**config.mk**
```make
export PLATFORM = sky130hd
export DESIGN_NAME = bsg_link_upstream_arbiter
export DESIGN_NICKNAME = d
export VERILOG_FILES = /design/src/rtl/bsg_link_upstream_arbiter.sv
export SDC_FILE = /design/constraint.sdc
export NUM_CORES = 1
export LEC_CHECK = 0
export CORE_AREA = 4 4 73 75
export DETAILED_ROUTE_END_ITERATION = 12
export DIE_AREA = 0 0 77 79
export PLACE_DENSITY_LB_ADDON = 0.3
export SYNTH_ARGS = -nofsm -noshare
export SYNTH_HDL_FRONTEND = slang
export SYNTH_SLANG_ARGS = --single-unit
```
**constraint.sdc**
```tcl
create_clock -name clk_i -period 3.6 [get_ports clk_i]
set_input_delay 0.54 -clock clk_i [delete_from_list [all_inputs] [get_ports clk_i]]
set_output_delay 0.54 -clock clk_i [all_outputs]
set_load 0.03 [all_outputs]
```
**src/rtl/bsg_link_upstream_arbiter.sv**
```systemverilog
// bsg_link_upstream_arbiter
//
// Packet-locked round-robin arbiter that shares one DDR link upstream
// core-side ready/valid input among num_req_p requesters. Once a requester
// wins, it keeps the grant until its last beat is accepted, so multi-flit
// packets are never interleaved. The merged stream passes through a 2-entry
// buffer, so the link-facing outputs are registered. The source requester ID
// travels with every beat.
//
// Ports:
//   clk_i, reset_i     core clock, synchronous active-high reset
//   en_mask_i          per-requester enable for new grants
//   valid_i/data_i/last_i/ready_o  per-requester ready/valid inputs
//                      (requester i uses data_i[i*width_p +: width_p])
//   valid_o/data_o/last_o/id_o/ready_i  merged output stream to the link
//   locked_o, owner_o  packet lock status and current lock owner
module bsg_link_upstream_arbiter #(
   parameter int num_req_p = 4,
   parameter int width_p   = 8,
   localparam int lg_num_req_lp = (num_req_p > 1) ? $clog2(num_req_p) : 1
) (
   input  logic                           clk_i,
   input  logic                           reset_i,
   input  logic [num_req_p-1:0]           en_mask_i,
   input  logic [num_req_p-1:0]           valid_i,
   input  logic [num_req_p*width_p-1:0]   data_i,
   input  logic [num_req_p-1:0]           last_i,
   output logic [num_req_p-1:0]           ready_o,
   output logic                           valid_o,
   output logic [width_p-1:0]             data_o,
   output logic                           last_o,
   output logic [lg_num_req_lp-1:0]       id_o,
   input  logic                           ready_i,
   output logic                           locked_o,
   output logic [lg_num_req_lp-1:0]       owner_o
);

   typedef enum logic {IDLE, LOCKED} state_e;

   state_e                     state_r;
   logic [lg_num_req_lp-1:0]   ptr_r;
   logic [lg_num_req_lp-1:0]   owner_r;
   logic [1:0]                 count_r;

   logic [width_p-1:0]         head_data_r, tail_data_r;
   logic                       head_last_r, tail_last_r;
   logic [lg_num_req_lp-1:0]   head_id_r, tail_id_r;

   logic [num_req_p-1:0]       cand;
   logic [lg_num_req_lp:0]     scan_sum;
   logic [lg_num_req_lp-1:0]   winner;
   logic                       found;
   logic [lg_num_req_lp-1:0]   sel;
   logic                       space;
   logic                       enq, deq;
   logic [width_p-1:0]         enq_data;
   logic                       enq_last;

   function automatic logic [lg_num_req_lp-1:0] wrap_inc(input logic [lg_num_req_lp-1:0] v);
      return (v == lg_num_req_lp'(num_req_p - 1)) ? '0 : v + lg_num_req_lp'(1);
   endfunction

   assign cand  = valid_i & en_mask_i;
   assign space = (count_r != 2'd2);

   // First candidate at or after the pointer, wrapping modulo num_req_p.
   always_comb begin
      winner   = '0;
      found    = 1'b0;
      scan_sum = '0;
      for (int k = 0; k < num_req_p; k++) begin
         scan_sum = {1'b0, ptr_r} + (lg_num_req_lp+1)'(k);
         if (scan_sum >= (lg_num_req_lp+1)'(num_req_p))
            scan_sum = scan_sum - (lg_num_req_lp+1)'(num_req_p);
         if (!found && cand[scan_sum[lg_num_req_lp-1:0]]) begin
            found  = 1'b1;
            winner = scan_sum[lg_num_req_lp-1:0];
         end
      end
   end

   // While locked the owner keeps the grant regardless of its enable bit.
   assign sel = (state_r == LOCKED) ? owner_r : winner;

   // ready_o never looks at ready_i: space is judged from the count at the
   // start of the cycle, so a full buffer blocks enqueue even when draining.
   always_comb begin
      ready_o = '0;
      if (!reset_i && ((state_r == LOCKED) || found))
         ready_o[sel] = space;
   end

   assign enq      = |(valid_i & ready_o);
   assign enq_data = data_i[sel*width_p +: width_p];
   assign enq_last = last_i[sel];
   assign deq      = (count_r != 2'd0) & ready_i;

   always_ff @(posedge clk_i) begin
      if (reset_i) begin
         state_r <= IDLE;
         ptr_r   <= '0;
         owner_r <= '0;
         count_r <= 2'd0;
      end else begin
         count_r <= count_r + 2'(enq) - 2'(deq);
         if (enq) begin
            if (enq_last) begin
               state_r <= IDLE;
               ptr_r   <= wrap_inc(sel);
               owner_r <= '0;
            end else if (state_r == IDLE) begin
               state_r <= LOCKED;
               owner_r <= winner;
            end
         end
      end
   end

   // Buffer storage: the head register always drives the outputs.
   always_ff @(posedge clk_i) begin
      if (enq && ((count_r == 2'd0) || ((count_r == 2'd1) && deq))) begin
         head_data_r <= enq_data;
         head_last_r <= enq_last;
         head_id_r   <= sel;
      end else if (deq && (count_r == 2'd2)) begin
         head_data_r <= tail_data_r;
         head_last_r <= tail_last_r;
         head_id_r   <= tail_id_r;
      end
      if (enq && (count_r == 2'd1) && !deq) begin
         tail_data_r <= enq_data;
         tail_last_r <= enq_last;
         tail_id_r   <= sel;
      end
   end

   assign valid_o  = (count_r != 2'd0);
   assign data_o   = head_data_r;
   assign last_o   = head_last_r;
   assign id_o     = head_id_r;
   assign locked_o = (state_r == LOCKED);
   assign owner_o  = (state_r == LOCKED) ? owner_r : '0;

`ifndef SYNTHESIS
   a_num_req: assert property (@(posedge clk_i) num_req_p >= 1);

   for (genvar i = 0; i < num_req_p; i++) begin : g_hold
      a_valid_hold: assert property (@(posedge clk_i) disable iff (reset_i)
         (valid_i[i] && !ready_o[i]) |=> valid_i[i]);
   end
`endif

endmodule

```
### Word level (Yosys, flattened, before mapping)

Index checks and enable logic that the tools add are counted.
W data, S select, Z words.

| storage, ports and cells | value |
|---|---|
| memories kept | 0 |
| register bits after elaboration | 29 |
| RAM bits | 0 |
| bits in latches | 0 |
| memory bits (read-only) | 0 |
| output and inout port bits | 19 |

| operators by class | value |
|---|---|
| equality and inequality tests | 4 |
| reduce and logical (&&, ||, !) cells | 22 |
| shift operators | 1 |
| bitwise operators | 4 |
| mux-type cells | 36 |
| $mul | 0 |
| order comparisons | 10 |
| div/mod/pow operators | 0 |
| $add $sub $neg | 10 |

Operator list:

| operator | count |
|---|---|
| $shiftx A32 B6 Y8 | 1 |
| $mux W2 | 14 |
| $mux W8 | 2 |
| $lt A2 B3 Y1 const B | 5 |
| $mux W1 | 13 |
| $and A4 B4 Y4 | 3 |
| $bmux W1 S2 | 5 |
| $logic_and A1 B1 Y1 | 10 |
| $ge A3 B3 Y1 const B | 3 |
| $sub A2 B1 Y2 const B | 4 |
| $add A2 B2 Y3 const B | 2 |
| $logic_not A1 Y1 | 5 |
| $eq A2 B2 Y1 const B | 2 |
| $mux W4 | 1 |
| $reduce_bool A2 Y1 | 2 |
| $reduce_or A4 Y1 | 1 |
| $add A2 B1 Y3 const B | 1 |
| $ge A2 B3 Y1 const B | 1 |
| $add A2 B1 Y2 | 1 |
| $add A2 B1 Y2 const B | 1 |
| $demux W1 S2 | 1 |
| $eq A2 B1 Y1 const B | 1 |
| $ge A2 B1 Y1 const B | 1 |
| $logic_not A2 Y1 | 1 |
| other kinds (5) | 6 |

### Logic depth before layout (Yosys ltp)

Gate-level depths: netlist of run 1.

| depth | value |
|---|---|
| depth in word-level cells | 25 |
| mapped depth | 15 |
| depth with buffers taken out | 14 |

### Worst setup path before layout of run 1

OpenSTA, ideal clock, no wires.

| timing path | value |
|---|---|
| path type | register -> register |
| start point | register state_r (netlist: locked_o) |
| end point | register tail_data_r[0], enable pin |
| clock period less this slack | 3.567 ns |
| arrival | 3.159 ns |
| path slack | 0.033 ns |
| setup time | 0.408 ns |
| cell stages (with the launch flop) | 10 |
| path through | dfxtp_1 > and2_0 > clkbuf_1 > a21oi_4 > clkbuf_1 > inv_1 > ha_1 > and2_1 > o31ai_4 > nor4_1 |

| between the ends | value |
|---|---|
| longest elaborated chain between the ends | 11 |
| elaborated cells on any way between the ends | 14 |
| classes of those cells | order compare (2); mux (4); bitwise (2); reduce/logical (6) |

RTL lines:

| what | RTL line | RTL |
|---|---|---|
| from (decl) | 40 | `state_e state_r;` |
| from (signal assigned) | 100 | `state_r <= IDLE;` |
| from (signal assigned) | 108 | `state_r <= IDLE;` |
| from (signal assigned) | 112 | `state_r <= LOCKED;` |
| $mux W2 | -- |  |
| $lt A2 B3 Y1 (not written as such) / $ge A2 B1 Y1 (equally long branches) | 90 | `ready_o[sel] = space;` |
| $logic_and A1 B1 Y1 (not written as such) | 90 |  |
| $mux W1 (not written as such) | 90 |  |
| $demux W1 S2 | 90 |  |
| $and A4 B4 Y4 (no line) | -- |  |
| $mux W4 (*) | 89 | `if (!reset_i && ((state_r == LOCKED) \|\| found))` |
| $and A4 B4 Y4 (*) | 93 | `assign enq = \|(valid_i & ready_o);` |
| $reduce_or A4 Y1 (*) | 93 |  |
| $logic_and A1 B1 Y1 (*) (2 in series) | 130 | `if (enq && (count_r == 2'd1) && !deq) begin` |
| to (signal assigned) | 131 | `tail_data_r <= enq_data;` |
| to (decl) | 45 | `logic [width_p-1:0] head_data_r, tail_data_r;` |

Mark *: on every way between the ends. The rest lies on a longest branch, timed or not.
A chain may end at the register's enable or synchronous reset.

### Final worst setup path of run 1

| timing path | value |
|---|---|
| start point | input port valid_i[2] |
| end point | register count_r[1] |

| between the ends | value |
|---|---|
| longest elaborated chain between the ends | 24 |
| elaborated cells on any way between the ends | 37 |
| classes of those cells | add/sub (2); order compare (2); mux (20); bitwise (3); reduce/logical (10) |

RTL lines:

| what | RTL line | RTL |
|---|---|---|
| from (decl) | 25 | `input logic [num_req_p-1:0] valid_i,` |
| $and A4 B4 Y4 | 63 | `assign cand = valid_i & en_mask_i;` |
| $bmux W1 S2 | 75 | `if (!found && cand[scan_sum[lg_num_req_lp-1:0]]) begin` |
| $mux W1 (not written as such) | 75 |  |
| $mux W1 | 75 |  |
| $logic_not A1 Y1 | 75 |  |
| $logic_and A1 B1 Y1 | 75 |  |
| $mux W1 | 75 |  |
| $logic_not A1 Y1 | 75 |  |
| [... 8 more ...] | -- |  |
| $mux W1 (not written as such) | 90 |  |
| $demux W1 S2 | 90 |  |
| $and A4 B4 Y4 (no line) | -- |  |
| $mux W4 | 89 |  |
| $and A4 B4 Y4 (*) | 93 |  |
| $reduce_or A4 Y1 (*) | 93 |  |
| $add A2 B1 Y2 (*) | 105 | `count_r <= count_r + 2'(enq) - 2'(deq);` |
| $sub A2 B1 Y2 (*) | 105 |  |
| to (signal assigned) | 105 |  |
| to (decl) | 43 | `logic [1:0] count_r;` |

Mark *: on every way between the ends. The rest lies on a longest branch, timed or not. The select of a mux whose other input is x is not followed.

==> results of run 1 <==
layer usage:
| metal | track usage (%) | share of wire (%) | routed length (um) | vias up |
|---|---|---|---|---|
| met5 | 0 | 0 | 0 | - |
| met4 | 8.90 | 3.6 | 163 | 0 |
| met3 | 2.95 | 4.6 | 206 | 15 |
| met2 | 24.1 | 48 | 2140 | 45 |
| met1 | 19.5 | 44 | 2000 | 684 |
| li1 | - | - | - | 798 |
flip-flops by register name (all words and copies together), names as in the netlist, 2 cells and up:
| signal | flops |
|---|---|
| data_o | 8 |
| tail_id_r | 2 |
| tail_data_r | 8 |
| count_r | 2 |
| ptr_r | 2 |
| owner_r | 2 |
| id_o | 2 |
cells in the mapped netlist, types with 2 or more instances:
| cell | count |
|---|---|
| nand2_1 | 41 |
| edfxtp_1 | 22 |
| a31oi_1 | 9 |
| and3_1 | 9 |
| inv_1 | 9 |
| mux2_4 | 9 |
| dfxtp_1 | 7 |
| and2_1 | 5 |
| clkbuf_1 | 5 |
| a21oi_1 | 4 |
| mux2i_1 | 4 |
| nor2b_1 | 4 |
| nor3_1 | 4 |
| ha_1 | 3 |
| mux2_1 | 3 |
| nand2b_1 | 3 |
| nand3b_1 | 2 |
| nor2_1 | 2 |
| o211ai_1 | 2 |
| o21ai_0 | 2 |
what timing repair did:
action                                  CTS  global route
hold endpoints to repair                  0             0
buffers inserted                          0             1
endpoints found under the setup margin    0            14
resized for setup                         0             2
cell type report:
cell class,instances,area [sq um],share of cell area [%]
inverter,10,42.5,1.58
clock buffer,8,90.1,3.34
tap,54,67.6,2.51
multi-input combinational,130,947,35.1
sequential,29,801,29.7
timing repair buffer,78,748,27.7
kinds of logic after synthesis:
group,after synthesis,share of synthesized area [%]
multiplexers,16,11.5
adder cells (fa/ha/maj),3,2.06
AO/OA/AOI/OAI,29,13.8
buffers and inverters,17,4.26
XOR/XNOR,2,0.963
AND/OR/NAND/NOR,80,23.5
flip-flops,29,44.0
power groups by stage:
stage	sequential [mW]	clock [mW]	combinational [mW]
floorplan	0.499	0	0.309
global placement	0.460	0	0.546
detailed placement	0.460	0	0.552
CTS	0.454	0.277	0.554
global route	0.459	0.288	0.603
finish	0.453	0.269	0.550
worst register-to-register path, delay by kind of cell (launching register included):
family,cells,cell delay [ns]
buf+inv,2,0.12
fa+ha+maj,3,0.63
compound gates,4,1.02
simple gates,3,0.48
flops,1,0.40
xor+xnor,2,0.30
metrics by stage:
stage / worst slack [ns] / total power, mW / setup TNS (ns)
after detailed placement: -0.213 / 1.01 / -2.52
final: 0.226 / 1.27 / 0
after global routing: 0.0439 / 1.35 / 0
after global placement: -0.100 / 1.01 / -1.18
after CTS: 0.0772 / 1.29 / 0
after floorplan: 0.0327 / 0.808 / 0
worst paths after layout:
check | startpoint | endpoint | slack (ns) | depth (start not counted)
hold reg to reg | owner_r[1] | owner_r[1] | 0.46 | 2
hold / removal | owner_r[1] | owner_r[1] | 0.46 | 2
setup reg to reg | ptr_r[1] | count_r[1] | 0.53 | 14
setup / recovery | valid_i[2] | count_r[1] | 0.23 | 15
placed cells by master (no fill, tap or decap), drive strengths merged, types with 2 or more instances in the layout:
cell type and instances:
a2111oi 2, a21oi 5, a31oi 9, and2 6
and3 9, buf 15, clkbuf 8, clkdlybuf4s50 61
dfxtp 7, dlymetal6s2s 2, edfxtp 22, ha 3
inv 10, mux2 12, mux2i 4, nand2 41
nand2b 3, nand3b 2, nor2 2, nor2b 4
nor3 5, o211ai 2, o21ai 2
==> results by group, run 1 <==
Finish
  – Final Net Count: slightly above 300
  – Non-filler cells, final: slightly above 300
  – Post-Route Utilization: 57.9%
  – Layout area overhead: 48.2%
  – Non-Filler Cell Area, Final: 2700 sq um
  – Layout cells sized above 1: 15.7%
  – Fillers: 422
  – # diodes: 0

Min path
  – Worst min path class: reg -> reg

Synthesis
  – Ys flop type: edfxtp_1
  – Syn_area_per_cell: 10.3 sq um
  – Post-Syn Nets: 226
  – Seq/Total Area, Yosys: roughly 44%
  – Area leader, netlist: edfxtp_1
  – Synth area leaders: edfxtp_1 36%, nand2_1 8.5%, dfxtp_1 7.7%
  – Netlist cell types: 47
  – Cell Area, Synth: 1820 sq um
  – Post-synth top area share: 36.3%
  – Synth async-reset ratio: 0%
  – Post-synthesis sequential element count: 29
  – Gate Count Post-Synth: 176
  – Total number of yosys warnings: 0
  – Number of enable flip-flop cells after synthesis: 22

Setup path
  – Critical path's top delay family: compound AO/OA/AOI/OAI gates
  – CP Max Fanout: 6
  – Worst path required time: 3.77 ns
  – Nature of the critical path endpoint: flip-flop
  – Critical Path, Cell by Cell: clkdlybuf4s50_1, nand2_1, o21a_1, o31a_1, a21oi_1, inv_1, ha_1, and2_1, o31ai_4, ha_1, inv_1, ha_1, xor2_1, xnor2_1, nor2_1
  – Critical Path Most Common Cell: ha_1
  – Slowest library cell on the worst path: clkdlybuf4s50_1
  – Buf/Inv on CP: 3
  – Crit path largest cell delay: around 0.47 ns
  – Setup CP Type: in -> reg
  – Critical path launch point type: primary input
  – Critical path arrival: 3.54 ns

Clocking
  – TritonCTS buffer count: 5
  – Hold-fix buffers, CTS: 0
  – CTS Buffer Depth: 2
  – CTS Root Cell: clkbuf_8
  – H-Tree Level Count: 2
  – TritonCTS clock tree: yes
  – Clock Sinks: 29
  – Clk pin slew, worst setup/hold paths: around 0.06 ns
  – Worst skew pair latency: 0.28 ns

Floorplanning
  – Die area: 6080 sq um
  – Initial Util: 39.0%
  – Die Wd: 77 um
  – Core Footprint: 4660 sq um
  – IO Pins: 66
  – Die height: 79 um
  – Site Rows: 25

Detailed routing
  – Number of DRC markers in iteration 0: 41
  – DRC: 0
  – Post-Route WL: 4510 um
  – Drt wl/cell: 14.6 um
  – Antenna Nets Post-Route: 0
  – DR vias/cell: between 4 and 5
  – Initial DRT Pass Iterations: 5
  – Via Count: ~1,500

STA
  – Rel. slew slack: about 64%
  – Max Clk Rate: between 200 and 300 MHz
  – Fin crit share: between 90 and 100%
  – Hold Fails Final Rpt: 0
  – Fin crit period: ~3.4 ns
  – Final Slew Violations: 0
  – Final setup viols: 0
  – Clock skew: 0.00754 ns
  – Min Hold Slack: 0.464 ns
  – Worst slew pin tran: 0.529 ns
  – RSZ-0062 raised after global routing: no

Global routing
  – Vias in the first global route: 1,505
  – All-Layer GR Usage: between 10% and 20%
  – Initial antenna violation count: 0
  – First-pass GRT wire length: 7360 um
  – Largest net degree at the start of global routing: 24
  – Overflow after GRT: 0

Power and ir drop
  – Logic pwr share: between 40% and 50%
  – Sw frac: 34.0%
  – Flop pwr share: a little over a third
  – Internal: about 0.84 mW
  – Switching Power: 0.432 mW
  – Clock power frac: 21.2%
  – Peak VDD IR: 0.211 mV
  – Pwr dens: 472 nW/um^2
  – Pleak: 1.10 nW

Placement
  – Port buffer count: 65
  – Post-DP Area: between 2000 and 3000 sq um
  – Placed cells: 300
  – Dpl hpwl: 3580 um
  – GPL Wtd Cong: 0.951

Job
  – Max Cap Violations: 0

Outcome
  – Status: finished clean
Note: power is estimated with default switching activity, not from simulation.
==> run 2: changes to the inputs <==
Clock period 3.6 ns to 2.8 ns, I/O delays scaled along.
==> run 2 against run 1 <==
Routed wire length grew 13%; register-to-register slack lost 0.46 ns; critical path depth shrank 5; critical path type unchanged.
==> results by group, run 2 (synthesis results as in run 1) <==
Clocking
  – CTS Buffer Depth: 2 (unchanged)
  – Worst skew pair latency: 0.27 ns (was 0.28 ns)
  – Clock Sinks: 29 (unchanged)
  – Clk pin slew, worst setup/hold paths: 0.06 ns (about the same)
  – CTS Root Cell: clkbuf_8 (unchanged)
  – H-Tree Level Count: 2 (unchanged)
  – TritonCTS clock tree: yes (unchanged)
  – TritonCTS buffer count: 5 (unchanged)
  – Hold-fix buffers, CTS: 0 (unchanged)

Power and ir drop
  – Internal: 1.17 mW (was 0.840 mW)
  – Switching Power: 0.636 mW (was 0.432 mW)
  – Design Power: 1.81 mW (was 1.27 mW)
  – Pwr dens: 604 nW/um^2 (was 472 nW/um^2)
  – Pleak: 1.23 nW (was 1.10 nW)
  – Peak VDD IR: 0.340 mV (was 0.211 mV)
  – Flop pwr share: 31.9% (was 35.6%)
  – Clock power frac: 17.9% (was 21.2%)
  – Logic pwr share: 50.2% (was 43.2%)
  – Sw frac: 35.1% (was 34.0%)

Job
  – Max Cap Violations: 0 (unchanged)

STA
  – Clock skew: 0.00545 ns (was 0.00754 ns)
  – Fin crit period: 2.76 ns
  – Setup WS post-layout: 0.0447 ns (was 0.226 ns)
  – RSZ-0062 raised after global routing: yes (was no)
  – Min Hold Slack: 0.451 ns (was 0.464 ns)
  – Max Clk Rate: 363 MHz
  – Final Slew Violations: 0 (unchanged)
  – Fin Setup TNS: 0 ns (unchanged)
  – Final setup viols: 0 (unchanged)
  – Hold Fails Final Rpt: 0 (unchanged)
  – Rel. slew slack: 66.0% (was 64.4%)
  – Worst slew pin tran: 0.507 ns (was 0.529 ns)
  – Fin crit share: a little under 100%

Setup path
  – CP Max Fanout: 4 (was 6)
  – Cells on worst reg2reg path: 10 (was 14)
  – Nature of the critical path endpoint: flip-flop (unchanged)
  – Worst flop-to-flop path startpoint: ptr_r[1] (unchanged)
  – Worst path required time: 2.83 ns (was 3.77 ns)
  – Reg-to-reg endpoint: data_o[0] (was count_r[1])
  – Critical Path, Cell by Cell: dlygate4sd2_1, and3_1, o211ai_1, a22oi_2, a221oi_4, o31ai_4, buf_6, nor3_4, clkbuf_16, mux2_4 (was clkdlybuf4s50_1, nand2_1, o21a_1, o31a_1, a21oi_1, inv_1, ha_1, and2_1, o31ai_4, ha_1, inv_1, ha_1, xor2_1, xnor2_1, nor2_1)
  – Reg2reg setup slack: 0.07 ns (was 0.53 ns)
  – Critical path arrival: 2.78 ns (was 3.54 ns)
  – Critical path's top delay family: compound AO/OA/AOI/OAI gates (unchanged)
  – Setup CP Type: in -> reg (unchanged)
  – Buf/Inv on CP: 3 (unchanged)
  – End of the critical path: data_o[0] (was count_r[1])
  – Worst Setup SP: valid_i[0] (was valid_i[2])
  – Critical path launch point type: primary input (unchanged)
  – Slowest library cell on the worst path: o211ai_1 (was clkdlybuf4s50_1)
  – Crit path largest cell delay: 0.43 ns (was 0.47 ns)
  – Critical path depth in cells: 10 (was 15)

Finish
  – Non-filler cells, final: 333 (was 309)
  – Layout cells sized above 1: 31.5% (was 15.7%)
  – Most frequent cells in the layout: 53 x clkdlybuf4s50_1, 38 x nand2_1, 35 x buf_4 (was 61 x clkdlybuf4s50_1, 41 x nand2_1, 22 x edfxtp_1)
  – Layout area overhead: 64.6% (was 48.2%)
  – Post-Route Utilization: 64.3% (was 57.9%)
  – Commonest non-fill, non-tap cell in the layout: clkdlybuf4s50_1 (unchanged)
  – Final Net Count: 328 (was 304)
  – Non-Filler Cell Area, Final: 3000 sq um (was 2700 sq um)
  – # diodes: 0 (unchanged)

Detailed routing
  – Antenna Nets Post-Route: 0 (unchanged)
  – Via Count: 1,740 (was 1,542)
  – Number of DRC markers in iteration 0: 55 (was 41)
  – Post-Route WL: 5090 um (was 4510 um)
  – Initial DRT Pass Iterations: 4 (was 5)
  – DR vias/cell: 5.23 (was 4.99)
  – DRC: 0 (unchanged)
  – Drt wl/cell: 15.3 um (was 14.6 um)

Placement
  – Placed cells: 315 (was 300)
  – Dpl hpwl: 3640 um (was 3580 um)
  – GPL Wtd Cong: 0.871 (was 0.951)
  – Post-DP Area: 2750 sq um (was 2590 sq um)
  – Port buffer count: 65 (unchanged)
  – Pre-CTS setup slack: -0.597 ns (was -0.213 ns)

Global routing
  – Overflow after GRT: 0 (unchanged)
  – Initial antenna violation count: 0 (unchanged)
  – Vias in the first global route: 1,694 (was 1,505)
  – All-Layer GR Usage: 16.5% (was 15.3%)
  – Largest net degree at the start of global routing: 24 (unchanged)
  – First-pass GRT wire length: 8070 um (was 7360 um)

Floorplanning
  – IO Pins: 66 (unchanged)
  – Die height: 79 um (unchanged)
  – Die Wd: 77 um (unchanged)
  – Core Footprint: 4660 sq um (unchanged)
  – Die area: 6080 sq um (unchanged)
  – Site Rows: 25 (unchanged)
  – Initial Util: 39.0% (unchanged)

Min path
  – Worst min path class: reg -> reg (unchanged)

Outcome
  – Status: finished clean (unchanged)
## run 2: metal layers
layer | vias up | share of wire (%) | GRT usage [%]
li1 | 845 | - | -
met1 | 823 | 46 | 21.7
met2 | 65 | 47 | 27.7
met3 | 7 | 6.2 | 4.42
met4 | 0 | 0.88 | 2.67
met5 | - | 0 | 0
## run 2: repair_timing
action | CTS | global route
gates cloned | 0 | 1
gates resized for setup | 19 | 11
buffers inserted | 8 | 1
endpoints found under the setup margin | 36 | 34
pin swaps | 13 | 14
## run 2: layout make-up
| type | instances | area (sq um) |
|---|---|---|
| clock inverters | 3 | 12.5 |
| fillers | 356 | 1670 |
| well taps | 54 | 67.6 |
| multi-input cells | 130 | 1050 |
| flip-flops and latches | 29 | 802 |
| repair buffers | 102 | 946 |
| clock buffers | 5 | 68.8 |
| inverters | 10 | 45.0 |
## run 2: power by group through the flow
| stage | Sequential [mW] | Clock, mW | Combinational, mW |
|---|---|---|---|
| finish | 0.578 | 0.325 | 0.908 |
| global route | 0.583 | 0.352 | 0.984 |
| CTS | 0.577 | 0.331 | 0.867 |
| detailed placement | 0.588 | 0 | 0.821 |
| global placement | 0.588 | 0 | 0.817 |
| floorplan | 0.645 | 0 | 0.432 |
## run 2: worst register-to-register path: stages, from the launching register on
cell and delay (ns):
dfxtp_2 0.32, buf_4 0.14, and3_1 0.15, o211ai_1 0.43, a22oi_2 0.16, a221oi_4 0.32
o31ai_4 0.11, buf_6 0.14, nor3_4 0.23, clkbuf_16 0.21, mux2_4 0.29
## run 2: how the worst min path moves through the flow
stage / from / end / slack (ns) / cells after the start
finish: owner_r[1] / owner_r[1] / 0.45 / 2
global route: owner_r[0] / owner_r[0] / 0.48 / 2
CTS: owner_r[1] / owner_r[1] / 0.45 / 2
detailed placement: owner_r[1] / owner_r[1] / 0.44 / 2
global placement: owner_r[0] / owner_r[0] / 0.44 / 2
floorplan: owner_r[1] / owner_r[1] / 0.42 / 2
